`src/rtl/tlul_pkg.sv`:
```
// Shared TL-UL types, opcodes and host-adapter constants.
package tlul_pkg;

    localparam int unsigned TAG_W           = 2;
    localparam int unsigned SRC_ID_W        = 6;
    localparam int unsigned SOURCE_W        = SRC_ID_W + TAG_W;
    localparam int unsigned TIMEOUT_DEFAULT = 1024;
    localparam int unsigned CNT_W           = 16;

    typedef enum logic [1:0] {
        ST_IDLE  = 2'b00,
        ST_ASEND = 2'b01,
        ST_DWAIT = 2'b10
    } host_state_e;

    typedef enum logic [2:0] {
        PUT_FULL_DATA    = 3'h0,
        PUT_PARTIAL_DATA = 3'h1,
        GET              = 3'h4
    } tl_a_op_e;

    typedef enum logic [2:0] {
        ACCESS_ACK      = 3'h0,
        ACCESS_ACK_DATA = 3'h1
    } tl_d_op_e;

    typedef struct packed {
        logic                a_valid;
        logic [2:0]          a_opcode;
        logic [2:0]          a_param;
        logic [1:0]          a_size;
        logic [SOURCE_W-1:0] a_source;
        logic [31:0]         a_address;
        logic [3:0]          a_mask;
        logic [31:0]         a_data;
        logic                d_ready;
    } tl_h2d_t;

    typedef struct packed {
        logic                d_valid;
        logic [2:0]          d_opcode;
        logic [SOURCE_W-1:0] d_source;
        logic [31:0]         d_data;
        logic                d_error;
        logic                a_ready;
    } tl_d2h_t;

    // A-channel opcode for a captured request.
    function automatic logic [2:0] a_opcode_sel(input logic we, input logic [3:0] be);
        logic [2:0] op;
        if (!we) begin
            op = GET;
        end else if (be == 4'hF) begin
            op = PUT_FULL_DATA;
        end else begin
            op = PUT_PARTIAL_DATA;
        end
        return op;
    endfunction

    // True when the D opcode does not suit the outstanding request type.
    function automatic logic d_opcode_bad(input logic we, input logic [2:0] d_op);
        logic bad;
        if (we) begin
            bad = (d_op != ACCESS_ACK);
        end else begin
            bad = (d_op != ACCESS_ACK_DATA);
        end
        return bad;
    endfunction

endpackage

```
`src/rtl/tlul_timeout_cnt.sv`:
```
// Response timeout counter: counts enabled cycles and flags the last allowed one.
module tlul_timeout_cnt
    import tlul_pkg::*;
#(
    parameter int unsigned Limit = TIMEOUT_DEFAULT
) (
    input  logic clk_i,
    input  logic rst_i,
    input  logic clear,
    input  logic enable,
    output logic expired
);

    localparam logic [CNT_W-1:0] LAST_L = CNT_W'(Limit - 1);

    logic [CNT_W-1:0] cnt_r;

    assign expired = enable && (cnt_r == LAST_L);

    // Cycle counter; saturates at the last allowed cycle until cleared.
    always_ff @(posedge clk_i) begin
        if (rst_i) begin
            cnt_r <= {CNT_W{1'b0}};
        end else if (clear) begin
            cnt_r <= {CNT_W{1'b0}};
        end else if (enable && !expired) begin
            cnt_r <= cnt_r + CNT_W'(1);
        end else begin
            cnt_r <= cnt_r;
        end
    end

endmodule

```
`src/rtl/tlul_host_adapter.sv`:
```
// Bridges a simple req/gnt master onto TL-UL with a single outstanding
// transaction, tagged sources and a response timeout.
module tlul_host_adapter
    import tlul_pkg::*;
#(
    parameter int unsigned TimeoutCycles = TIMEOUT_DEFAULT,
    parameter int unsigned SourceId      = 0
) (
    input  logic        clk_i,
    input  logic        rst_i,
    input  logic        req_i,
    output logic        gnt_o,
    input  logic        we_i,
    input  logic [31:0] addr_i,
    input  logic [31:0] wdata_i,
    input  logic [3:0]  be_i,
    output logic        valid_o,
    output logic [31:0] rdata_o,
    output logic        err_o,
    output tl_h2d_t     tl_o,
    input  tl_d2h_t     tl_i
);

    localparam logic [SRC_ID_W-1:0] SRC_ID_L = SRC_ID_W'(SourceId);

    host_state_e      state_r;
    host_state_e      state_nxt_s;
    logic             we_r;
    logic [31:0]      addr_r;
    logic [31:0]      wdata_r;
    logic [3:0]       be_r;
    logic [TAG_W-1:0] tag_r;
    logic [TAG_W-1:0] out_tag_r;
    logic             valid_r;
    logic             err_r;
    logic [31:0]      rdata_r;

    logic             gnt_s;
    logic             cap_en_s;
    logic             a_hs_s;
    logic             done_s;
    logic             done_err_s;
    logic [31:0]      done_rdata_s;
    logic             cnt_clr_s;
    logic             cnt_en_s;
    logic             cnt_exp_s;
    logic             d_match_s;
    logic             d_op_bad_s;
    logic             unused_s;

    // Low address bits are never forwarded; the A address is word aligned.
    assign unused_s   = ^addr_i[1:0];
    assign d_match_s  = tl_i.d_valid && (tl_i.d_source == {SRC_ID_L, out_tag_r});
    assign d_op_bad_s = d_opcode_bad(we_r, tl_i.d_opcode);

    tlul_timeout_cnt #(
        .Limit (TimeoutCycles)
    ) u_timeout (
        .clk_i   (clk_i),
        .rst_i   (rst_i),
        .clear   (cnt_clr_s),
        .enable  (cnt_en_s),
        .expired (cnt_exp_s)
    );

    // Next-state and per-cycle control decode; a matching D beat outranks expiry.
    always_comb begin
        state_nxt_s  = state_r;
        gnt_s        = 1'b0;
        cap_en_s     = 1'b0;
        a_hs_s       = 1'b0;
        done_s       = 1'b0;
        done_err_s   = 1'b0;
        done_rdata_s = 32'h0;
        cnt_clr_s    = 1'b0;
        cnt_en_s     = 1'b0;
        case (state_r)
            ST_IDLE: begin
                if (req_i && !rst_i) begin
                    gnt_s       = 1'b1;
                    cap_en_s    = 1'b1;
                    state_nxt_s = ST_ASEND;
                end else begin
                    state_nxt_s = ST_IDLE;
                end
            end
            ST_ASEND: begin
                if (tl_i.a_ready) begin
                    a_hs_s      = 1'b1;
                    cnt_clr_s   = 1'b1;
                    state_nxt_s = ST_DWAIT;
                end else begin
                    state_nxt_s = ST_ASEND;
                end
            end
            ST_DWAIT: begin
                cnt_en_s = 1'b1;
                if (d_match_s) begin
                    done_s      = 1'b1;
                    done_err_s  = tl_i.d_error | d_op_bad_s;
                    if (!we_r && !(tl_i.d_error | d_op_bad_s)) begin
                        done_rdata_s = tl_i.d_data;
                    end else begin
                        done_rdata_s = 32'h0;
                    end
                    state_nxt_s = ST_IDLE;
                end else if (cnt_exp_s) begin
                    done_s       = 1'b1;
                    done_err_s   = 1'b1;
                    done_rdata_s = 32'h0;
                    state_nxt_s  = ST_IDLE;
                end else begin
                    state_nxt_s = ST_DWAIT;
                end
            end
            default: begin
                state_nxt_s = ST_IDLE;
            end
        endcase
    end

    // FSM state register.
    always_ff @(posedge clk_i) begin
        if (rst_i) begin
            state_r <= ST_IDLE;
        end else begin
            state_r <= state_nxt_s;
        end
    end

    // Request capture so the A fields stay stable while the device stalls.
    always_ff @(posedge clk_i) begin
        if (rst_i) begin
            we_r    <= 1'b0;
            addr_r  <= 32'h0;
            wdata_r <= 32'h0;
            be_r    <= 4'h0;
        end else if (cap_en_s) begin
            we_r    <= we_i;
            addr_r  <= {addr_i[31:2], 2'b00};
            wdata_r <= wdata_i;
            be_r    <= be_i;
        end else begin
            we_r    <= we_r;
            addr_r  <= addr_r;
            wdata_r <= wdata_r;
            be_r    <= be_r;
        end
    end

    // Source tag: remember the one in flight, then advance for the next request.
    always_ff @(posedge clk_i) begin
        if (rst_i) begin
            tag_r     <= {TAG_W{1'b0}};
            out_tag_r <= {TAG_W{1'b0}};
        end else if (a_hs_s) begin
            tag_r     <= tag_r + TAG_W'(1);
            out_tag_r <= tag_r;
        end else begin
            tag_r     <= tag_r;
            out_tag_r <= out_tag_r;
        end
    end

    // Response registers; data and error hold between strobes.
    always_ff @(posedge clk_i) begin
        if (rst_i) begin
            valid_r <= 1'b0;
            err_r   <= 1'b0;
            rdata_r <= 32'h0;
        end else begin
            valid_r <= done_s;
            if (done_s) begin
                err_r   <= done_err_s;
                rdata_r <= done_rdata_s;
            end else begin
                err_r   <= err_r;
                rdata_r <= rdata_r;
            end
        end
    end

    assign gnt_o   = gnt_s;
    assign valid_o = valid_r;
    assign err_o   = err_r;
    assign rdata_o = rdata_r;

    assign tl_o.a_valid   = (state_r == ST_ASEND);
    assign tl_o.a_opcode  = a_opcode_sel(we_r, be_r);
    assign tl_o.a_param   = 3'h0;
    assign tl_o.a_size    = 2'd2;
    assign tl_o.a_source  = {SRC_ID_L, tag_r};
    assign tl_o.a_address = addr_r;
    assign tl_o.a_mask    = we_r ? be_r : 4'hF;
    assign tl_o.a_data    = we_r ? wdata_r : 32'h0;
    assign tl_o.d_ready   = 1'b1;

endmodule
```
`config.mk`:
```
export PLATFORM = sky130hd
export DESIGN_NAME = tlul_host_adapter
export DESIGN_NICKNAME = d
export VERILOG_FILES = /design/src/rtl/tlul_pkg.sv /design/src/rtl/tlul_timeout_cnt.sv /design/src/rtl/tlul_host_adapter.sv
export SDC_FILE = /design/constraint.sdc
export NUM_CORES = 1
export LEC_CHECK = 0
export CAP_MARGIN = 30
export CORE_MARGIN = 5
export CORE_UTILIZATION = 42
export DETAILED_ROUTE_END_ITERATION = 10
export PLACE_DENSITY_LB_ADDON = 0.15
export SETUP_SLACK_MARGIN = 0.05
export SYNTH_ARGS = -nofsm -noshare
export SYNTH_HDL_FRONTEND = slang
export SYNTH_SLANG_ARGS = --single-unit
```
`constraint.sdc`:
```
create_clock -name clk_i -period 2.1 [get_ports clk_i]
set_input_delay 0.42 -clock clk_i [delete_from_list [all_inputs] [get_ports clk_i]]
set_output_delay 0.42 -clock clk_i [all_outputs]
set_load 0.005 [all_outputs]
```
==> summary.txt, run 1 <==
Status
  • Outcome: complete, no violations

Timing
  • Fmax: 497 MHz
  • Tmin final: 2010 ps
  • Final count of hold timing violations: 0
  • Final Cycle Share: 95.9%
  • Setup TNS Final: 0 ps
  • Fin Hold WS: 444 ps
  • Final Max Tran Viols: 0
  • RSZ-0062 raised after global routing: true
  • Max Clock Skew: around 5.4 ps
  • Setup violators final: 0
  • Final worst-path setup slack: 87.0 ps

Min path
  • Hold Path Sink: err_o
  • Hold path depth: 2
  • Worst hold path class: register to register
  • Hold path startpoint: err_o

Placed design
  • HPWL Detailed: 11.0 mm
  • Final GP Congestion: 0.849
  • Post-place setup slack: -215 ps
  • Placed instance count: 991
  • IO Port Bufs: approximately 220

Clock tree
  • Hold_buf cts: 0
  • Cts bufs inserted: 17
  • Clock root buffer: clkbuf_16
  • Clk_lat worst skew: 410 ps
  • Clk slew on worst S/H paths: around 50 ps
  • Max H-tree Level: 4
  • Maximum buffer depth of the clock tree: 2
  • Clk sinks: 123
  • CTS tree: yes

Yosys
  • Synth area leader: dfxtp_1
  • Post-Synthesis Cell Area: 5190 um2
  • Top-count cell post-synth: nand2_1
  • Post-synth top flop: dfxtp_1
  • Synth Register Bits: 123
  • Post-Synthesis Cells: 636
  • Post-synthesis async set-or-reset flop share: 0%
  • Number of synthesized flops with an enable pin: 0
  • Top cells by area, synth: dfxtp_1, nand2_1, o21ai_0
  • Syn_area_per_cell: about 8.2 um2
  • Most common library cells after synthesis: nand2_1, dfxtp_1, o21ai_0, clkbuf_1, inv_1
  • Register area share after synthesis: 47.5%
  • Yosys warns: 0
  • Synth top area share: 47.5%
  • Unique masters post-synth: 43

Detailed routing
  • Iter 0 DRT Violations: 313
  • Final ANT Viol Nets: 0
  • Wire per inst: 15.2 um
  • Routed WL: around 16 mm
  • Via Count: 5056
  • Routed vias/inst: 4.93
  • Initial DRT Pass Iterations: 4
  • Drc violations: 0

Power
  • Worst VDD drop: 0.466 mV
  • Pwr per Cell Area: 741 nW/um2
  • Lkg Pwr: between 0.003 and 0.004 uW

Die
  • Initial core utilization: 43.0%
  • Die ar.: 14700 um2
  • Num rows: 40
  • Die W: 121 um
  • Core box area: 12100 um2
  • Ports: 239
  • Die height: 121 um

Layout
  • Layout Utilization: about two thirds
  • Final cell count without fillers: 1026
  • N_diodes: 0
  • Synth-to-layout area growth: 58.6%
  • Nets@finish: 965
  • Fill count: 991
  • Layout cell share with drive strength beyond 1: 7.69%

Worst setup path
  • CP cell instances: buf_16 -> and2_1 -> clkdlybuf4s50_1
  • CP Launch Type: register
  • Setup crit end kind: primary output
  • CP max stage delay: 500 ps
  • Crit path kind: register to primary output
  • RR Startpoint: u_timeout.cnt_r[1]
  • Crit path max-delay cell type: clkdlybuf4s50_1
  • Critical Path AT: 1590 ps
  • Worst Path Required: 1680 ps
  • CP max FO: 16
  • Register-to-Register Path Depth: 5
  • Reg-to-Reg End: u_timeout.cnt_r[10]
  • R2R setup slack: 130 ps

Global route
  • Overall Global Routing Usage: 21.2%
  • Total gr overflow: 0
  • Initial antenna violation count: 0
  • Vias in the first global route: 5083
  • Largest net degree at the start of global routing: 130
  • Global-route wire length before repair: between 20 and 25 mm

Run
  • Maxcap violations: 0
flip-flops by register name, indices dropped and copies added, names as in the netlist:
signal and cells:
rdata_o 32, wdata_r 32, addr_r 30, u_timeout.cnt_r 16, be_r 4, out_tag_r 2, state_r 2, tag_r 2
err_o 1, valid_o 1, we_r 1
repair_timing:
action | 4_1_cts | 5_1_grt
pin swaps | 0 | 1
setup buffers | 1 | 2
gates cloned | 1 | 0
resized for setup | 7 | 21
setup endpoints to repair | 39 | 78
area by class of cell:
class,count,area [um2],area share (%)
Timing Repair Buffer,240,2480,30.1
Sequential cell,123,2470,30.0
Clock inverter,8,90.1,1.09
Multi-Input combinational cell,426,2340,28.5
Clock buffer,23,498,6.05
Inverter,38,143,1.73
Tap cell,168,210,2.55
worst max-delay path by stage:
stage / start / endpoint / slack, ps / cells after the start
after floorplan: u_timeout.cnt_r[0] / rdata_o[0] / 210 / 6
after global placement: rst_i / gnt_o / -190 / 3
after detailed placement: tl_i[37] / rdata_o[24] / -210 / 6
after CTS: we_r / tl_o[23] / 40 / 3
after global routing: u_timeout.cnt_r[1] / u_timeout.cnt_r[10] / 20 / 5
final: we_r / tl_o[4] / 90 / 3
power by group:
group	switching [uW]	internal, uW
combinational	287	425
clock	986	1880
sequential	65.1	2450
cells by family (layout without fill, tap and decap cells):
family,after synthesis,count (layout),share of synthesized area (%)
mux,4,4,0.772
compound gates,131,131,15.7
flops,123,123,47.5
simple gates,270,270,26.1
other cells,2,15,0.145
buf+inv,100,309,8.73
fa+ha+maj,1,1,0.241
xor+xnor,5,5,0.844
cell usage in the layout (no fill, tap or decap), drive strengths merged, types with 3 or more instances in the layout:
| master | count |
|---|---|
| clkdlybuf4s50 | 202 |
| nand2 | 149 |
| dfxtp | 123 |
| o21ai | 70 |
| inv | 38 |
| nor4 | 35 |
| and2 | 33 |
| a31o | 32 |
| clkbuf | 23 |
| buf | 19 |
| a21oi | 16 |
| dlymetal6s2s | 16 |
| conb | 15 |
| o31ai | 10 |
| or4 | 9 |
| nand3 | 8 |
| nand4 | 8 |
| nor2 | 6 |
| clkinv | 6 |
| or3 | 6 |
| nand2b | 5 |
| mux2i | 4 |
| xnor2 | 3 |
| dlygate4sd2 | 3 |
routing by layer:
metal	vias to the layer above	routed length (um)	global-route usage (%)
met5	-	0	0
met3	18	1700	9.88
met4	0	215	7.70
met1	2299	6050	22.6
met2	181	7610	36.7
li1	2558	-	-
critical path: cells and delay by family (launching register included):
family / cells / cell delay [ps]
simple gates: 1 / 130
buf+inv: 2 / 650
flops: 1 / 400
metrics by stage:
step | power (uW) | instance area (um2)
final | 6100 | 8230
after global placement | 3250 | 7530
after floorplan | 2820 | 5240
after detailed placement | 3260 | 7530
after CTS | 6160 | 8160
after global routing | 6350 | 8230
Power figures use the tool's default switching activity.
==> run 2: changes to the inputs <==
--- a/config.mk
+++ b/config.mk
@@ -6,6 +6,7 @@
 export NUM_CORES = 1
 export LEC_CHECK = 0
 export CAP_MARGIN = 30
+export CORE_ASPECT_RATIO = 1.25
 export CORE_MARGIN = 5
 export CORE_UTILIZATION = 42
 export DETAILED_ROUTE_END_ITERATION = 10
==> run 2 against run 1 <==
Hold slack gained 4.0 ps; utilization grew 0.23 points; sequential cell count is the same; via count grew 1.5%; largest power group unchanged; critical path depth is the same; global-route usage shrank 0.24 points; maximum frequency shrank 0.64%; register-to-register slack is essentially flat; power shrank 0.78%.
==> summary.txt, run 2 (synthesis results as in run 1) <==
Worst setup path
  • Worst Path Required: 1680 ps
  • Setup crit end kind: primary output
  • CP cell instances: buf_12 -> and2_1 -> clkdlybuf4s50_1
  • CP max FO: 12
  • R2R setup slack: 140 ps
  • Crit path kind: register to primary output
  • RR Startpoint: u_timeout.cnt_r[0]
  • Register-to-Register Path Depth: 5
  • Reg-to-Reg End: u_timeout.cnt_r[10]
  • Crit path max-delay cell type: clkdlybuf4s50_1
  • CP Launch Type: register
  • Critical Path AT: 1610 ps
  • CP max stage delay: 520 ps

Timing
  • Tmin final: 2030 ps
  • Fmax: approximately 490 MHz
  • Setup TNS Final: 0 ps
  • Final Cycle Share: 96.5%
  • Final Max Tran Viols: 0
  • Final count of hold timing violations: 0
  • RSZ-0062 raised after global routing: true
  • Max Clock Skew: roughly 11 ps
  • Setup violators final: 0

Clock tree
  • Maximum buffer depth of the clock tree: 2
  • Clk_lat worst skew: 410 ps
  • CTS tree: yes
  • Clk slew on worst S/H paths: 60 ps
  • Hold_buf cts: 0
  • Cts bufs inserted: 17
  • Max H-tree Level: 4
  • Clock root buffer: clkbuf_16
  • Clk sinks: between 100 and 150

Global route
  • Vias in the first global route: 4962
  • Global-route wire length before repair: 24.3 mm
  • Total gr overflow: 0
  • Largest net degree at the start of global routing: 126
  • Initial antenna violation count: 0
  • Overall Global Routing Usage: 21.0%

Detailed routing
  • Iter 0 DRT Violations: 179
  • Wire per inst: 15.3 um
  • Initial DRT Pass Iterations: 4
  • Via Count: 5132
  • Drc violations: 0
  • Final ANT Viol Nets: 0
  • Routed WL: 15.7 mm
  • Routed vias/inst: 5.00

Run
  • Maxcap violations: 0

Layout
  • Multi-input gate area: 2340 um2
  • Commonest non-fill, non-tap cell in the layout: clkdlybuf4s50_1
  • N_diodes: 0
  • Nets@finish: 969
  • Final cell count without fillers: 1027
  • Synth-to-layout area growth: 59.7%
  • Fill count: 944
  • Storage cell area: 2470 um2
  • Final Cell Area: 8290 um2
  • Layout cell share with drive strength beyond 1: 8.46%
  • Commonest cells after routing, fill and taps aside: clkdlybuf4s50_1, nand2_1, dfxtp_1, o21ai_0, inv_1

Placed design
  • IO Port Bufs: 221
  • Area after DPL: between 7000 and 8000 um2
  • HPWL Detailed: around 11 mm
  • Final GP Congestion: 0.815
  • Placed instance count: 988

Power
  • Pwr per Cell Area: about 730 nW/um2
  • Worst VDD drop: 0.479 mV
  • Lkg Pwr: 0.00348 uW

Min path
  • Hold Path Sink: wdata_r[19]
  • Hold path depth: 2
  • Hold path startpoint: wdata_r[19]
  • Worst hold path class: register to register

Die
  • Die ar.: 14700 um2
  • Die height: 134 um
  • Num rows: 45
  • Die W: 109 um
  • Ports: 239
  • Core box area: 12100 um2
  • Initial core utilization: 42.9%

Status
  • Outcome: complete, no violations
run 2: cell types whose count changed in the layout (fill, tap and decap cells not counted), moves of 2 or more:
cell | previous run | this run
clkdlybuf4s50_1 | 202 | 197
clkinv_4 | 0 | 4
clkinvlp_4 | 0 | 7
dlymetal6s2s_1 | 16 | 21
buf_4 | 12 | 15
clkinv_2 | 6 | 0
clkbuf_8 | 5 | 3
run 2: report_power, final:
group          switching [uW]  leakage, uW  total [uW]  internal, uW
Sequential               68.0      0.00101        2520          2450
Combinational             289      0.00221         724           434
Clock                    1080     0.000263        2810          1730
run 2: final cells by class:
class / count / area share (%)
clock inverter: 12 / 1.42
inverter: 38 / 1.72
multi-input combinational: 426 / 28.2
tap: 164 / 2.48
clock buffer: 20 / 5.63
timing repair buffer: 244 / 30.7
sequential: 123 / 29.8
run 2: worst max-delay path, delay by kind of cell (launching register included):
family,cells,cell delay [ps]
DFF,1,410
buffers and inverters,2,660
and+or+nand+nor,1,130
run 2: through the flow:
stage | hold slack [ps] | utilization [%] | power [uW] | worst slack (ps)
after floorplan | 424 | - | 2820 | 212
after global placement | 431 | 62.4 | 3250 | -162
after detailed placement | 440 | 62.4 | 3270 | -186
after CTS | 450 | 67.5 | 6100 | 18.6
after global routing | 468 | 68.5 | 6310 | 28.1
final | 448 | 68.5 | 6050 | 74.0
run 2: worst max path at each step:
stage                                  start  slack, ps  depth (start not counted)     endpoint
after floorplan           u_timeout.cnt_r[0]        210                          6   rdata_o[0]
after global placement              tl_i[37]       -160                          7  rdata_o[11]
after detailed placement            tl_i[37]       -190                          7  rdata_o[12]
after CTS                               we_r         20                          3     tl_o[32]
after global routing                    we_r         30                          3      tl_o[1]
final                                   we_r         70                          3      tl_o[6]
run 2: timing repair:
| item | CTS | global route |
|---|---|---|
| pin swaps | 0 | 1 |
| gates cloned | 1 | 1 |
| buffers inserted | 1 | 4 |
| setup endpoints to repair | 36 | 65 |
| resized for setup | 8 | 25 |
run 2: layer usage:
layer | track usage (%) | part of all wire (%) | up-vias
met5 | 0 | 0 | -
met4 | 6.03 | 1.2 | 0
met3 | 10.3 | 10 | 13
met2 | 36.4 | 51 | 177
met1 | 22.2 | 37 | 2378
li1 | - | - | 2564
==> run 3: changes to the inputs <==
--- a/config.mk
+++ b/config.mk
@@ -10,7 +10,7 @@
 export CORE_MARGIN = 5
 export CORE_UTILIZATION = 42
 export DETAILED_ROUTE_END_ITERATION = 10
-export PLACE_DENSITY_LB_ADDON = 0.15
+export PLACE_DENSITY_LB_ADDON = 0.3
 export SETUP_SLACK_MARGIN = 0.05
 export SYNTH_ARGS = -nofsm -noshare
 export SYNTH_HDL_FRONTEND = slang
==> run 3 against run 2 <==
Setup slack gained 11 ps; die area unchanged; non-clock buffer count decreased by 1; final area hardly changed; hold slack worse by 3.1 ps; wire length about the same; global-route usage up 0.097 points; first-iteration DRC count decreased by 3.4%; register-to-register slack gained 20 ps; maximum frequency up 0.54%; critical path type unchanged; highest routed layer unchanged.
==> summary.txt, run 3 (synthesis results as in run 1) <==
Timing
  • Final count of hold timing violations: 0
  • Max Clock Skew: 5.77 ps
  • RSZ-0062 raised after global routing: true
  • Fmax: 496 MHz
  • Tmin final: 2020 ps
  • Final Max Tran Viols: 0
  • Setup violators final: 0
  • Final Cycle Share: 96.0%

Worst setup path
  • Setup crit end kind: primary output
  • Crit path max-delay family: buffers and inverters
  • CP cell instances: clkbuf_16 -> and2_1 -> clkdlybuf4s50_1
  • CP max FO: 16
  • Crit path max-delay cell type: clkdlybuf4s50_1
  • CP Launch Type: register
  • Critical Path AT: roughly 1600 ps
  • Worst Path Required: 1680 ps
  • CP bufs+invs: 2
  • Crit path kind: register to primary output
  • CP max stage delay: ~500 ps

Status
  • Outcome: complete, no violations

Power
  • Pwr Total: 6420 uW
  • Int Pwr: between 5000 and 6000 uW
  • Worst VDD drop: 0.533 mV
  • Sequential share of power: 39.2%
  • Clock network fraction of design power: 49.7%
  • Combinational share of power: 11.1%
  • Switching Share: a little over a fifth
  • Lkg Pwr: 0.00329 uW
  • Pwr per Cell Area: 776 nW/um2
  • Psw: 1390 uW

Layout
  • Final Cell Area: 8280 um2
  • Layout cell share with drive strength beyond 1: 8.47%
  • Commonest cells after routing, fill and taps aside: clkdlybuf4s50_1, nand2_1, dfxtp_1, o21ai_0, inv_1
  • Final cell count without fillers: just over 1000
  • N_diodes: 0
  • Commonest non-fill, non-tap cell in the layout: clkdlybuf4s50_1
  • Synth-to-layout area growth: 59.6%
  • Nets@finish: 968

Clock tree
  • Max H-tree Level: 4
  • CTS tree: yes
  • Cts bufs inserted: 17
  • Clk_lat worst skew: 400 ps
  • Clock root buffer: clkbuf_16
  • Hold_buf cts: 0
  • Maximum buffer depth of the clock tree: 2
  • Clk slew on worst S/H paths: 60 ps
  • Clk sinks: ~120

Die
  • Die W: 109 um
  • Core box area: 12100 um2
  • Ports: 239
  • Die height: 134 um
  • Num rows: 45
  • Die ar.: between 10000 and 15000 um2
  • Initial core utilization: 42.9%

Min path
  • Worst hold path class: register to register

Detailed routing
  • Iter 0 DRT Violations: roughly 170
  • Drc violations: 0
  • Initial DRT Pass Iterations: 5
  • Routed WL: 15.7 mm
  • Routed vias/inst: 4.98
  • Final ANT Viol Nets: 0
  • Wire per inst: 15.3 um
  • Via Count: 5112

Global route
  • Largest net degree at the start of global routing: 73
  • Global-route wire length before repair: 24.6 mm
  • Overall Global Routing Usage: 21.1%
  • Total gr overflow: 0
  • Vias in the first global route: 5049
  • Initial antenna violation count: 0

Placed design
  • Area after DPL: 7550 um2
  • Placed instance count: 990
  • Final GP Congestion: 0.788
  • IO Port Bufs: about 220
  • HPWL Detailed: 11.2 mm

Run
  • Maxcap violations: 0
-- run 3: changes by cell type in the layout (fill, tap and decap cells not counted), moves of 3 or more --
cell | before | now
bufinv_16 | 1 | 5
clkdlybuf4s50_1 | 197 | 205
clkinv_2 | 0 | 4
clkinv_4 | 4 | 1
clkinvlp_4 | 7 | 2
dlygate4sd2_1 | 3 | 10
dlymetal6s2s_1 | 21 | 6
-- run 3: metrics by stage --
step	hold WS [ps]	setup TNS, ps	setup slack, ps	utilization (%)
3_3_place_gp	430	-9200	-324	62.4
4_1_cts	447	0	36.3	67.8
6_report	445	0	84.9	68.4
2_1_floorplan	424	0	212	-
3_5_place_dp	439	-10560	-392	62.4
5_1_grt	475	0	40.7	68.4
-- run 3: power by group through the flow --
stage | Sequential (uW) | Combinational (uW) | Clock, uW
3_3_place_gp | 2560 | 688 | 0
5_1_grt | 2530 | 785 | 3390
6_report | 2520 | 712 | 3190
2_1_floorplan | 2550 | 265 | 0
3_5_place_dp | 2560 | 699 | 0
4_1_cts | 2520 | 705 | 3250
-- run 3: final timing paths --
| check | startpoint | end | slack, ps | cells after the start |
|---|---|---|---|---|
| worst max register to register | u_timeout.cnt_r[0] | rdata_o[8] | 160 | 6 |
| worst min register to register | wdata_r[22] | wdata_r[22] | 450 | 2 |
| worst min-delay path | wdata_r[22] | wdata_r[22] | 450 | 2 |
| worst max-delay path | we_r | tl_o[9] | 80 | 3 |
-- run 3: final cells by class --
cell class                      instances  area [um2]
Clock buffer                           20         457
Clock inverter                         12         194
Fill cell                             949        3820
Inverter                               38         143
Multi-Input combinational cell        426        2350
Sequential cell                       123        2470
Tap cell                              164         205
Timing Repair Buffer                  243        2460
-- run 3: repair_timing --
item / in CTS / in global routing
gates cloned: 0 / 1
gates resized for setup: 17 / 10
pin swaps: 0 / 1
setup buffers: 0 / 3
setup endpoints to repair: 38 / 71
-- run 3: worst min-delay path, cell delays in order, from the launching register on --
cell and delay (ps):
dfxtp_1 310, nand2_1 50, o21ai_1 50
-- run 3: routing by layer --
| metal | part of all wire [%] | global-route usage, % | routed length, um |
|---|---|---|---|
| met1 | 37 | 23.0 | 5870 |
| met2 | 49 | 35.3 | 7720 |
| met3 | 12 | 11.2 | 1930 |
| met4 | 1.2 | 5.61 | 193 |
| met5 | 0 | 0 | 0 |
